**src/rtl/mem_arbiter_if.sv**
```systemverilog
// Operation encoding and the bundled requester/memory bus of the two-port memory arbiter.
// slave is the arbiter side; master is the side driving requests and memory responses.
package mem_arbiter_pkg;
    typedef enum logic [3:0] {
        LOAD_STORE_NONE    = 4'd0,
        LOAD_BYTE          = 4'd1,
        LOAD_HALF          = 4'd2,
        LOAD_WORD          = 4'd3,
        LOAD_BYTE_UNSIGNED = 4'd4,
        LOAD_HALF_UNSIGNED = 4'd5,
        STORE_BYTE         = 4'd6,
        STORE_HALF         = 4'd7,
        STORE_WORD         = 4'd8
    } mem_op_t;
endpackage

interface mem_arbiter_if;
    import mem_arbiter_pkg::*;

    logic        if_req;
    logic [31:0] if_addr;
    logic        if_ack;
    logic [31:0] if_data;
    logic        if_fault;

    logic        dm_req;
    mem_op_t     dm_op;
    logic [31:0] dm_addr;
    logic [31:0] dm_wdata;
    logic        dm_ack;
    logic [31:0] dm_rdata;
    logic        dm_fault;

    logic        mem_valid;
    logic        mem_we;
    logic [31:0] mem_addr;
    logic [31:0] mem_wdata;
    logic [3:0]  mem_wstrb;
    logic        mem_ready;
    logic [31:0] mem_rdata;

    modport slave (
        input  if_req, if_addr, dm_req, dm_op, dm_addr, dm_wdata, mem_ready, mem_rdata,
        output if_ack, if_data, if_fault, dm_ack, dm_rdata, dm_fault,
               mem_valid, mem_we, mem_addr, mem_wdata, mem_wstrb
    );

    modport master (
        output if_req, if_addr, dm_req, dm_op, dm_addr, dm_wdata, mem_ready, mem_rdata,
        input  if_ack, if_data, if_fault, dm_ack, dm_rdata, dm_fault,
               mem_valid, mem_we, mem_addr, mem_wdata, mem_wstrb
    );
endinterface

```
**src/rtl/mem_arbiter.sv**
```systemverilog
// Arbitrates a fetch port and a data port onto one memory port, with data priority
// bounded by a starvation counter, lane formatting for loads/stores and misalignment faults.
module mem_arbiter
    import mem_arbiter_pkg::*;
#(
    parameter int unsigned STARVE_MAX = 4
) (
    input  logic         clk,
    input  logic         reset,
    mem_arbiter_if.slave bus
);

    localparam int unsigned CW = (STARVE_MAX > 0) ? $clog2(STARVE_MAX + 1) : 1;

    typedef enum logic [1:0] {S_IDLE, S_BUSY, S_DONE} state_t;

    state_t        r_state,      w_state;
    logic          r_owner_data, w_owner_data;
    mem_op_t       r_op,         w_op;
    logic [1:0]    r_lane,       w_lane;
    logic [CW-1:0] r_starve,     w_starve;
    logic          r_mem_valid,  w_mem_valid;
    logic          r_mem_we,     w_mem_we;
    logic [31:0]   r_mem_addr,   w_mem_addr;
    logic [31:0]   r_mem_wdata,  w_mem_wdata;
    logic [3:0]    r_mem_wstrb,  w_mem_wstrb;
    logic          r_if_ack,     w_if_ack;
    logic          r_dm_ack,     w_dm_ack;
    logic          r_if_fault,   w_if_fault;
    logic          r_dm_fault,   w_dm_fault;
    logic [31:0]   r_if_data,    w_if_data;
    logic [31:0]   r_dm_rdata,   w_dm_rdata;

    logic          w_grant_fetch;
    mem_op_t       w_sel_op;
    logic [31:0]   w_sel_addr;
    logic          w_misalign;
    logic          w_none;
    logic          w_store;
    logic [3:0]    w_strb;
    logic [31:0]   w_wdata;
    logic [31:0]   w_load;

    // Selects and extends the addressed lane of a memory read word.
    function automatic logic [31:0] load_fmt(mem_op_t op, logic [1:0] lane, logic [31:0] d);
        logic [7:0]  b;
        logic [15:0] h;
        b = d[{lane, 3'b000} +: 8];
        h = lane[1] ? d[31:16] : d[15:0];
        case (op)
            LOAD_BYTE:          return {{24{b[7]}}, b};
            LOAD_BYTE_UNSIGNED: return {24'd0, b};
            LOAD_HALF:          return {{16{h[15]}}, h};
            LOAD_HALF_UNSIGNED: return {16'd0, h};
            LOAD_WORD:          return d;
            default:            return 32'd0;
        endcase
    endfunction

    always_ff @(posedge clk) begin
        if (reset) begin
            r_state      <= S_IDLE;
            r_owner_data <= 1'b0;
            r_op         <= LOAD_STORE_NONE;
            r_lane       <= 2'd0;
            r_starve     <= '0;
            r_mem_valid  <= 1'b0;
            r_mem_we     <= 1'b0;
            r_mem_addr   <= 32'd0;
            r_mem_wdata  <= 32'd0;
            r_mem_wstrb  <= 4'd0;
            r_if_ack     <= 1'b0;
            r_dm_ack     <= 1'b0;
            r_if_fault   <= 1'b0;
            r_dm_fault   <= 1'b0;
            r_if_data    <= 32'd0;
            r_dm_rdata   <= 32'd0;
        end else begin
            r_state      <= w_state;
            r_owner_data <= w_owner_data;
            r_op         <= w_op;
            r_lane       <= w_lane;
            r_starve     <= w_starve;
            r_mem_valid  <= w_mem_valid;
            r_mem_we     <= w_mem_we;
            r_mem_addr   <= w_mem_addr;
            r_mem_wdata  <= w_mem_wdata;
            r_mem_wstrb  <= w_mem_wstrb;
            r_if_ack     <= w_if_ack;
            r_dm_ack     <= w_dm_ack;
            r_if_fault   <= w_if_fault;
            r_dm_fault   <= w_dm_fault;
            r_if_data    <= w_if_data;
            r_dm_rdata   <= w_dm_rdata;
        end
    end

    // Next state and next registered outputs; request decode happens on the would-be winner.
    always_comb begin
        w_state      = r_state;
        w_owner_data = r_owner_data;
        w_op         = r_op;
        w_lane       = r_lane;
        w_starve     = r_starve;
        w_mem_valid  = 1'b0;
        w_mem_we     = 1'b0;
        w_mem_wstrb  = 4'd0;
        w_mem_addr   = r_mem_addr;
        w_mem_wdata  = r_mem_wdata;
        w_if_ack     = 1'b0;
        w_dm_ack     = 1'b0;
        w_if_fault   = 1'b0;
        w_dm_fault   = 1'b0;
        w_if_data    = r_if_data;
        w_dm_rdata   = r_dm_rdata;

        w_grant_fetch = bus.if_req && (!bus.dm_req || (r_starve == CW'(STARVE_MAX)));
        w_sel_op      = w_grant_fetch ? LOAD_WORD : bus.dm_op;
        w_sel_addr    = w_grant_fetch ? bus.if_addr : bus.dm_addr;
        w_load        = load_fmt(r_op, r_lane, bus.mem_rdata);

        w_misalign = 1'b0;
        w_none     = 1'b0;
        w_store    = 1'b0;
        w_strb     = 4'd0;
        w_wdata    = bus.dm_wdata;
        case (w_sel_op)
            LOAD_BYTE, LOAD_BYTE_UNSIGNED: ;
            LOAD_HALF, LOAD_HALF_UNSIGNED: w_misalign = w_sel_addr[0];
            LOAD_WORD:  w_misalign = |w_sel_addr[1:0];
            STORE_BYTE: begin
                w_store = 1'b1;
                w_strb  = 4'b0001 << w_sel_addr[1:0];
                w_wdata = {4{bus.dm_wdata[7:0]}};
            end
            STORE_HALF: begin
                w_misalign = w_sel_addr[0];
                w_store    = 1'b1;
                w_strb     = w_sel_addr[1] ? 4'b1100 : 4'b0011;
                w_wdata    = {2{bus.dm_wdata[15:0]}};
            end
            STORE_WORD: begin
                w_misalign = |w_sel_addr[1:0];
                w_store    = 1'b1;
                w_strb     = 4'b1111;
            end
            default: w_none = 1'b1;
        endcase

        case (r_state)
            S_IDLE: begin
                if (bus.if_req || bus.dm_req) begin
                    w_owner_data = !w_grant_fetch;
                    w_op         = w_sel_op;
                    w_lane       = w_sel_addr[1:0];
                    if (w_grant_fetch)
                        w_starve = '0;
                    else if (bus.if_req)
                        w_starve = r_starve + CW'(1);
                    if (w_none || w_misalign) begin
                        w_state    = S_DONE;
                        w_if_ack   = w_grant_fetch;
                        w_dm_ack   = !w_grant_fetch;
                        w_if_fault = w_grant_fetch && w_misalign;
                        w_dm_fault = !w_grant_fetch && w_misalign;
                        if (w_grant_fetch) w_if_data  = 32'd0;
                        else               w_dm_rdata = 32'd0;
                    end else begin
                        w_state     = S_BUSY;
                        w_mem_valid = 1'b1;
                        w_mem_we    = w_store;
                        w_mem_wstrb = w_strb;
                        w_mem_addr  = {w_sel_addr[31:2], 2'b00};
                        w_mem_wdata = w_wdata;
                    end
                end
            end
            S_BUSY: begin
                if (bus.mem_ready) begin
                    w_state  = S_DONE;
                    w_if_ack = !r_owner_data;
                    w_dm_ack = r_owner_data;
                    if (r_owner_data) w_dm_rdata = w_load;
                    else              w_if_data  = w_load;
                end else begin
                    w_mem_valid = 1'b1;
                    w_mem_we    = r_mem_we;
                    w_mem_wstrb = r_mem_wstrb;
                end
            end
            S_DONE:  w_state = S_IDLE;
            default: w_state = S_IDLE;
        endcase
    end

    assign bus.if_ack    = r_if_ack;
    assign bus.if_data   = r_if_data;
    assign bus.if_fault  = r_if_fault;
    assign bus.dm_ack    = r_dm_ack;
    assign bus.dm_rdata  = r_dm_rdata;
    assign bus.dm_fault  = r_dm_fault;
    assign bus.mem_valid = r_mem_valid;
    assign bus.mem_we    = r_mem_we;
    assign bus.mem_addr  = r_mem_addr;
    assign bus.mem_wdata = r_mem_wdata;
    assign bus.mem_wstrb = r_mem_wstrb;

endmodule

```
**src/flat_wrapper.sv**
```systemverilog
// flat-port wrapper written by rule: the top's interface ports become plain ports
module mem_arbiter_flat import mem_arbiter_pkg::*;
#(
    parameter int unsigned STARVE_MAX = 4
)
  (clk, reset, bus_if_req, bus_if_addr, bus_dm_req, bus_dm_op, bus_dm_addr, bus_dm_wdata, bus_mem_ready, bus_mem_rdata, bus_if_ack, bus_if_data, bus_if_fault, bus_dm_ack, bus_dm_rdata, bus_dm_fault, bus_mem_valid, bus_mem_we, bus_mem_addr, bus_mem_wdata, bus_mem_wstrb);
  mem_arbiter_if bus_i ();
  input  logic clk;
  input  logic reset;
  input wire logic [$bits(bus_i.if_req)-1:0] bus_if_req;
  input wire logic [$bits(bus_i.if_addr)-1:0] bus_if_addr;
  input wire logic [$bits(bus_i.dm_req)-1:0] bus_dm_req;
  input wire logic [$bits(bus_i.dm_op)-1:0] bus_dm_op;
  input wire logic [$bits(bus_i.dm_addr)-1:0] bus_dm_addr;
  input wire logic [$bits(bus_i.dm_wdata)-1:0] bus_dm_wdata;
  input wire logic [$bits(bus_i.mem_ready)-1:0] bus_mem_ready;
  input wire logic [$bits(bus_i.mem_rdata)-1:0] bus_mem_rdata;
  output wire logic [$bits(bus_i.if_ack)-1:0] bus_if_ack;
  output wire logic [$bits(bus_i.if_data)-1:0] bus_if_data;
  output wire logic [$bits(bus_i.if_fault)-1:0] bus_if_fault;
  output wire logic [$bits(bus_i.dm_ack)-1:0] bus_dm_ack;
  output wire logic [$bits(bus_i.dm_rdata)-1:0] bus_dm_rdata;
  output wire logic [$bits(bus_i.dm_fault)-1:0] bus_dm_fault;
  output wire logic [$bits(bus_i.mem_valid)-1:0] bus_mem_valid;
  output wire logic [$bits(bus_i.mem_we)-1:0] bus_mem_we;
  output wire logic [$bits(bus_i.mem_addr)-1:0] bus_mem_addr;
  output wire logic [$bits(bus_i.mem_wdata)-1:0] bus_mem_wdata;
  output wire logic [$bits(bus_i.mem_wstrb)-1:0] bus_mem_wstrb;
  assign bus_i.if_req = bus_if_req;
  assign bus_i.if_addr = bus_if_addr;
  assign bus_i.dm_req = bus_dm_req;
  assign bus_i.dm_op = bus_dm_op;
  assign bus_i.dm_addr = bus_dm_addr;
  assign bus_i.dm_wdata = bus_dm_wdata;
  assign bus_i.mem_ready = bus_mem_ready;
  assign bus_i.mem_rdata = bus_mem_rdata;
  assign bus_if_ack = bus_i.if_ack;
  assign bus_if_data = bus_i.if_data;
  assign bus_if_fault = bus_i.if_fault;
  assign bus_dm_ack = bus_i.dm_ack;
  assign bus_dm_rdata = bus_i.dm_rdata;
  assign bus_dm_fault = bus_i.dm_fault;
  assign bus_mem_valid = bus_i.mem_valid;
  assign bus_mem_we = bus_i.mem_we;
  assign bus_mem_addr = bus_i.mem_addr;
  assign bus_mem_wdata = bus_i.mem_wdata;
  assign bus_mem_wstrb = bus_i.mem_wstrb;
  mem_arbiter #(.STARVE_MAX(STARVE_MAX)) u_core (.clk(clk), .reset(reset), .bus(bus_i));
endmodule
```
**config.mk**
```make
export PLATFORM = sky130hd
export DESIGN_NAME = mem_arbiter_flat
export DESIGN_NICKNAME = d
export VERILOG_FILES = /design/src/rtl/mem_arbiter_if.sv /design/src/rtl/mem_arbiter.sv /design/src/flat_wrapper.sv
export SDC_FILE = /design/constraint.sdc
export NUM_CORES = 1
export LEC_CHECK = 0
export ABC_AREA = 1
export ABC_CLOCK_PERIOD_IN_PS = 2600
export BUFFER_PORTS_ARGS = -buffer_cell sky130_fd_sc_hd__buf_2
export CORE_MARGIN = 2
export CORE_UTILIZATION = 50
export DETAILED_ROUTE_END_ITERATION = 16
export PLACE_DENSITY_LB_ADDON = 0.08
export RECOVER_POWER = 50
export SYNTH_ARGS = -nofsm -noshare
export SYNTH_HDL_FRONTEND = slang
export SYNTH_SLANG_ARGS = --single-unit
```
**constraint.sdc**
```tcl
create_clock -name clk -period 2.6 [get_ports clk]
set_input_delay 0.13 -clock clk [delete_from_list [all_inputs] [get_ports clk]]
set_output_delay 0.13 -clock clk [all_outputs]
set_load 0.01 [all_outputs]
```
**Word-level counts from Yosys, hierarchy flattened**

Index checks and enable logic that the tools add are counted.

- Register bits after elaboration: 148
- Input port bits: 137
- Output and inout port bits: 138
- Logic and storage cells: 116

- Add/subtract/negate cells: 1
- Eq/ne operators: 22
- Shift operators: 2
- Mux-type cells: 48
- Bitwise logic cells: 3
- Reductions and logical operators: 24

Operator list:

| operator | count |
|---|---|
| 32-bit two-way mux | 11 |
| 32-bit one-hot mux with 2 select lines | 3 |
| 32-bit one-hot mux with 5 select lines | 1 |
| 32-bit by 6-bit indexed part select with 8-bit output | 1 |
| 4-bit by 3-bit equality test with 1-bit output, second input constant | 6 |
| 4-bit two-way mux | 5 |
| 4-bit by 2-bit equality test with 1-bit output, second input constant | 4 |
| 16-bit two-way mux | 1 |
| 1-bit two-way mux | 14 |
| 4-bit one-hot mux with 3 select lines | 1 |
| 6-bit AND reduction | 2 |
| 1-bit one-hot mux with 2 select lines | 5 |
| 4-bit by 1-bit equality test with 1-bit output, second input constant | 2 |
| 2-bit by 1-bit inequality test with 1-bit output, second input constant | 4 |
| 4-bit one-hot mux with 2 select lines | 1 |
| 8-bit OR reduction | 1 |
| 2-bit two-way mux | 3 |
| 3-bit two-way mux | 2 |
| 2-bit inequality test, second input constant | 3 |
| 3-bit AND reduction | 2 |
| 3-bit OR reduction | 2 |
| 4-bit equality test, second input constant | 1 |
| 2-bit one-hot mux with 2 select lines | 1 |
| 2-bit AND reduction | 2 |
| 12 further kinds | 22 |

**Longest topological paths before layout**

- Depth after elaboration: 11
- Mapped depth: 19
- Gate-level depth less buffers: 16

**Worst setup path after synthesis**

No wires, ideal clock.

- Path type: reg-to-reg
- From: register u_core.r_starve[0]
- To: register u_core.r_mem_addr[23] (netlist: u_core.bus.mem_addr[23])
- Setup time: 132 ps
- Arrival time: 1992 ps
- Data required time: 2468 ps
- Slack: 476 ps
- Stages on the path, launching flop included: 18
- Buffers on the path: 3
- Clock period less this slack: 2124 ps
- Path through: dfxtp_1 inv_1 ha_1 nand2_1 nand2_2 nand2_2 buf_6 buf_8 nand2_2 o21ai_2 nand2_1 nand2_1 nand2_1 nor2_2 nand2_2 buf_2 nand2_1 a21oi_1

- Longest elaborated chain between the ends: 10
- Elaborated cells between the ends (all ways): 22
- Those cells by class: 9 x eq/ne; 4 x mux; 1 x bitwise; 8 x reduce/logical

RTL lines:

| what | line | source |
|---|---|---|
| from (decl) | mem_arbiter.sv:21 | `logic [CW-1:0] r_starve, w_starve;` |
| from (signal assigned) | mem_arbiter.sv:83 | `r_starve <= w_starve;` |
| 3-bit equality test * | mem_arbiter.sv:117 | `w_grant_fetch = bus.if_req && (!bus.dm_req \|\| (r_starve == CW'(STARVE_MAX)));` |
| 1-bit logical OR * | mem_arbiter.sv:117 |  |
| 1-bit logical AND * | mem_arbiter.sv:117 |  |
| 4-bit two-way mux | mem_arbiter.sv:118 | `w_sel_op = w_grant_fetch ? LOAD_WORD : bus.dm_op;` |
| 4-bit by 2-bit equality test with 1-bit output, or another cell as far along | mem_arbiter.sv:127 | `case (w_sel_op)` |
| 3-bit OR reduction (no source line), or another cell as far along | -- |  |
| 1-bit one-hot mux with 2 select lines or 1-bit two-way mux (tied branches) | mem_arbiter.sv:127 |  |
| 1-bit logical OR | mem_arbiter.sv:160 | `if (w_none \|\| w_misalign) begin` |
| 1-bit NOT (no source line) | -- |  |
| 3-bit AND reduction (no source line) | -- |  |
| to (signal assigned) | mem_arbiter.sv:86 | `r_mem_addr <= w_mem_addr;` |
| to (decl) | mem_arbiter.sv:24 | `logic [31:0] r_mem_addr, w_mem_addr;` |

Mark *: on every way between the ends. The rest lies on a longest branch, timed or not.
A chain may end at the register's enable or synchronous reset.

**Final worst setup path**

- From: register u_core.r_starve[0]
- To: register u_core.r_mem_addr[10] (netlist: u_core.bus.mem_addr[10])

The elaborated chain is that of the path after synthesis.

==> flow_metrics.env <==
export IMPL_grt_overflow_total=0
export IMPL_grt_use_total_pct=27.2
export IMPL_die_w_um=125
export IMPL_grt_pass1_vias=7142
export IMPL_cts_buffer_depth=2
export IMPL_die_area_um2=15500
export IMPL_cts_sinks=148
export IMPL_first_iter_violations=662
export IMPL_vdd_drop_max_mv=0.559
export IMPL_synth_cell_type_count=40
export IMPL_root_buffer="clkbuf_16"
export IMPL_grt_pass1_wl_um=34700
export IMPL_fin_skew_ns=0.0191
export IMPL_cts_buffers=17
export IMPL_period_needed_ns=2.37
export IMPL_antenna_found_initial=0
export IMPL_initial_utilization_pct=50.7
export IMPL_synth_cell_area_um2=7280
export IMPL_fin_area_um2=9420
export IMPL_seq_area_frac_synth_pct=40.7
export IMPL_worst_ep_required_time_ns=2.94
export IMPL_route_detailed_drc=0
export IMPL_fp_dieH_um=125
export IMPL_p_seq_share_pct=38.0
export IMPL_synth_top_area_share_pct=40.7
export IMPL_synth_main_ff_cell="dfxtp_1"
export IMPL_whs_ns=0.0268
export IMPL_endpoint_kind="flop"
export IMPL_synth_edff_count=0
export IMPL_row_count=44
export IMPL_cts_tree="built"
export IMPL_drive_gt1_share_pct=18.2
export IMPL_worstPathMaxFanout=32
export IMPL_final_util_pct=65.6
export IMPL_portBuffers=272
export IMPL_relSlewSlack_pct=60.2
export IMPL_ant_nets=0
export IMPL_p_leak_nw=4.26
export IMPL_htree_levels=4
export IMPL_drt_pass1_iter_count=5
export IMPL_hold_viol_final=0
export IMPL_viasPerCell=5.07
export IMPL_switching_share_pct=30.9
export IMPL_fmax_mhz=423
export IMPL_gp_congestion=0.957
export IMPL_design_power_total_w=0.00703
export IMPL_synth_seq_cells=148
export IMPL_dp_hpwl_um=15400
export IMPL_route_final_wire_length_um=21900
export IMPL_io_pins=275
export IMPL_yosysTopAreaCell="dfxtp_1"
export IMPL_placed_cell_area_um2=8820
export IMPL_area_growth_pct=29.4
export IMPL_maxCapViolations=0
export IMPL_crit_path_start_kind="flop"
export IMPL_vias=7770
export IMPL_nets=1475
export IMPL_arrival_ns=2.71
export IMPL_ys_async_sr_fraction_pct=0
export IMPL_netlist_instances=1071
export IMPL_setup_viol=0
export IMPL_slew_violations=0
export IMPL_clk_pin_slew_ns=0.06
export IMPL_hold_class="input port to flop"
export IMPL_final_setup_tns_ns=0
export IMPL_finalCritPeriodShare_pct=91.0
export IMPL_n_fill_cell=1444
export IMPL_crit_type="flop to flop"
export IMPL_ys_top_cells_by_area="dfxtp_1 41%, nand2_1 19%, nor2_1 6.7%"
export IMPL_p_int_w=0.00486
export IMPL_core_um2=14400
export IMPL_power_density_nw_per_um2=746
export IMPL_power_share_combinational_pct=24.2
export IMPL_switchingPower_w=0.00217
export IMPL_ys_warn_count=0
export IMPL_num_antenna_cells=0
export IMPL_syn_area_per_cell_um2=6.80
export IMPL_worstMarginPinSlew_ns=0.595
export IMPL_wire_per_inst_um=14.3
export IMPL_rsz0062_at_grt="no"
export IMPL_status="complete, no violations"
export IMPL_power_share_clock_pct=37.8
export IMPL_clock_latency_ns=0.43
export IMPL_grt_max_degree=65
## power groups by stage
| stage | clock [W] | combinational [W] | sequential, W |
|---|---|---|---|
| final | 0.00266 | 0.00170 | 0.00267 |
| after global routing | 0.00281 | 0.00191 | 0.00270 |
| after CTS | 0.00270 | 0.00174 | 0.00266 |
| after detailed placement | 0 | 0.00171 | 0.00271 |
| after global placement | 0 | 0.00170 | 0.00270 |
| after floorplan | 0 | 0.000993 | 0.00281 |
## sequential cells by signal, indices dropped and copies added (netlist names)
register              cells
u_core.bus.mem_wdata     32
u_core.bus.dm_ack         1
u_core.bus.mem_valid      1
u_core.r_lane             2
u_core.bus.dm_fault       1
u_core.bus.if_data       32
u_core.bus.if_fault       1
u_core.r_owner_data       1
u_core.r_op               4
u_core.bus.dm_rdata      32
u_core.bus.mem_wstrb      4
u_core.bus.mem_addr      30
u_core.bus.mem_we         1
u_core.bus.if_ack         1
u_core.r_state            2
u_core.r_starve           3
## per-layer routing
| layer | vias to the layer above | routed length, um | global-route usage [%] |
|---|---|---|---|
| li1 | 3958 | - | - |
| met1 | 3461 | 9230 | 33.5 |
| met2 | 309 | 10500 | 45.4 |
| met3 | 42 | 1600 | 7.47 |
| met4 | 0 | 533 | 10.6 |
| met5 | - | 0 | 0 |
## final timing paths
path                                              start                       end  slack [ns]  cells after the start
worst max-delay path                 u_core.r_starve[0]   u_core.bus.mem_addr[10]        0.23                     16
worst min-delay path                   bus_dm_wdata[31]  u_core.bus.mem_wdata[31]        0.03                      5
worst max register to register       u_core.r_starve[0]   u_core.bus.mem_addr[10]        0.23                     16
worst min register to register  u_core.bus.mem_addr[27]   u_core.bus.mem_addr[27]        0.46                      2
## through the flow
step           setup slack, ns  cells
2_1_floorplan            0.476   1072
3_3_place_gp             0.149   1491
3_5_place_dp            0.0945   1491
4_1_cts                 0.0801   1530
5_1_grt                0.00446   1532
6_report                 0.234   1532
## cell usage in the layout (no fill, tap or decap), drive strengths merged
cell type / count
bufinv: 5
mux2: 30
conb: 2
dlygate4sd3: 8
nand3: 42
o211ai: 4
clkinv: 8
a22oi: 1
nor3: 2
clkbuf: 155
clkinvlp: 3
nor2: 135
a31oi: 3
a211oi: 1
o31ai: 1
dfxtp: 148
nand4: 6
a21oi: 91
ha: 2
a21boi: 17
buf: 160
nand3b: 23
nand2: 386
o21ai: 50
a32oi: 2
xor2: 1
a2111oi: 1
inv: 60
or2: 1
## cells by family after synthesis
family / share of synthesized area, %
AO/OA/AOI/OAI: 13.0
XOR/XNOR: 0.120
adder cells (fa/ha/maj): 0.344
buffers and inverters: 7.37
flip-flops: 40.7
multiplexers: 4.64
other: 0.0515
AND/OR/NAND/NOR: 33.8
## cells in the mapped netlist, types with 3 or more instances
library cell	count
nand3b_1	23
nand2_2	7
o211ai_1	4
o21ai_0	46
inv_2	3
nor2_2	4
buf_2	21
dfxtp_1	148
nand4_1	6
a31oi_1	3
buf_6	4
clkbuf_1	30
nor2_1	130
nand2_1	378
a21oi_1	91
inv_1	57
nand3_1	39
buf_1	3
mux2_2	30
a21boi_0	17
## what timing repair did
item	in CTS	in global routing
gates resized for setup	0	6
setup buffers	0	1
setup endpoints to repair	0	116
hold buffers	8	0
hold endpoints to repair	8	0
## area by class of cell
cell class,instances,area (um2),area share (%)
clock buffer,17,425,4.52
inverter,62,236,2.51
tap,184,230,2.44
sequential,148,2960,31.4
timing repair buffer,306,1560,16.5
multi-input combinational,801,3800,40.3
clock inverter,14,211,2.24
## critical path, stage by stage (launching register included)
cell and delay, ns:
dfxtp_1 0.37, inv_1 0.06, ha_1 0.19, nand2_1 0.08
nand2_2 0.08, nand2_4 0.17, nand2_1 0.07, nand2_1 0.18
inv_1 0.09, nand2_1 0.08, nand2_1 0.11, nand2_1 0.16
nor2_4 0.07, nand2_2 0.11, buf_12 0.22, nand2_1 0.07
a21oi_1 0.16
(Power assumes the default switching activity.)
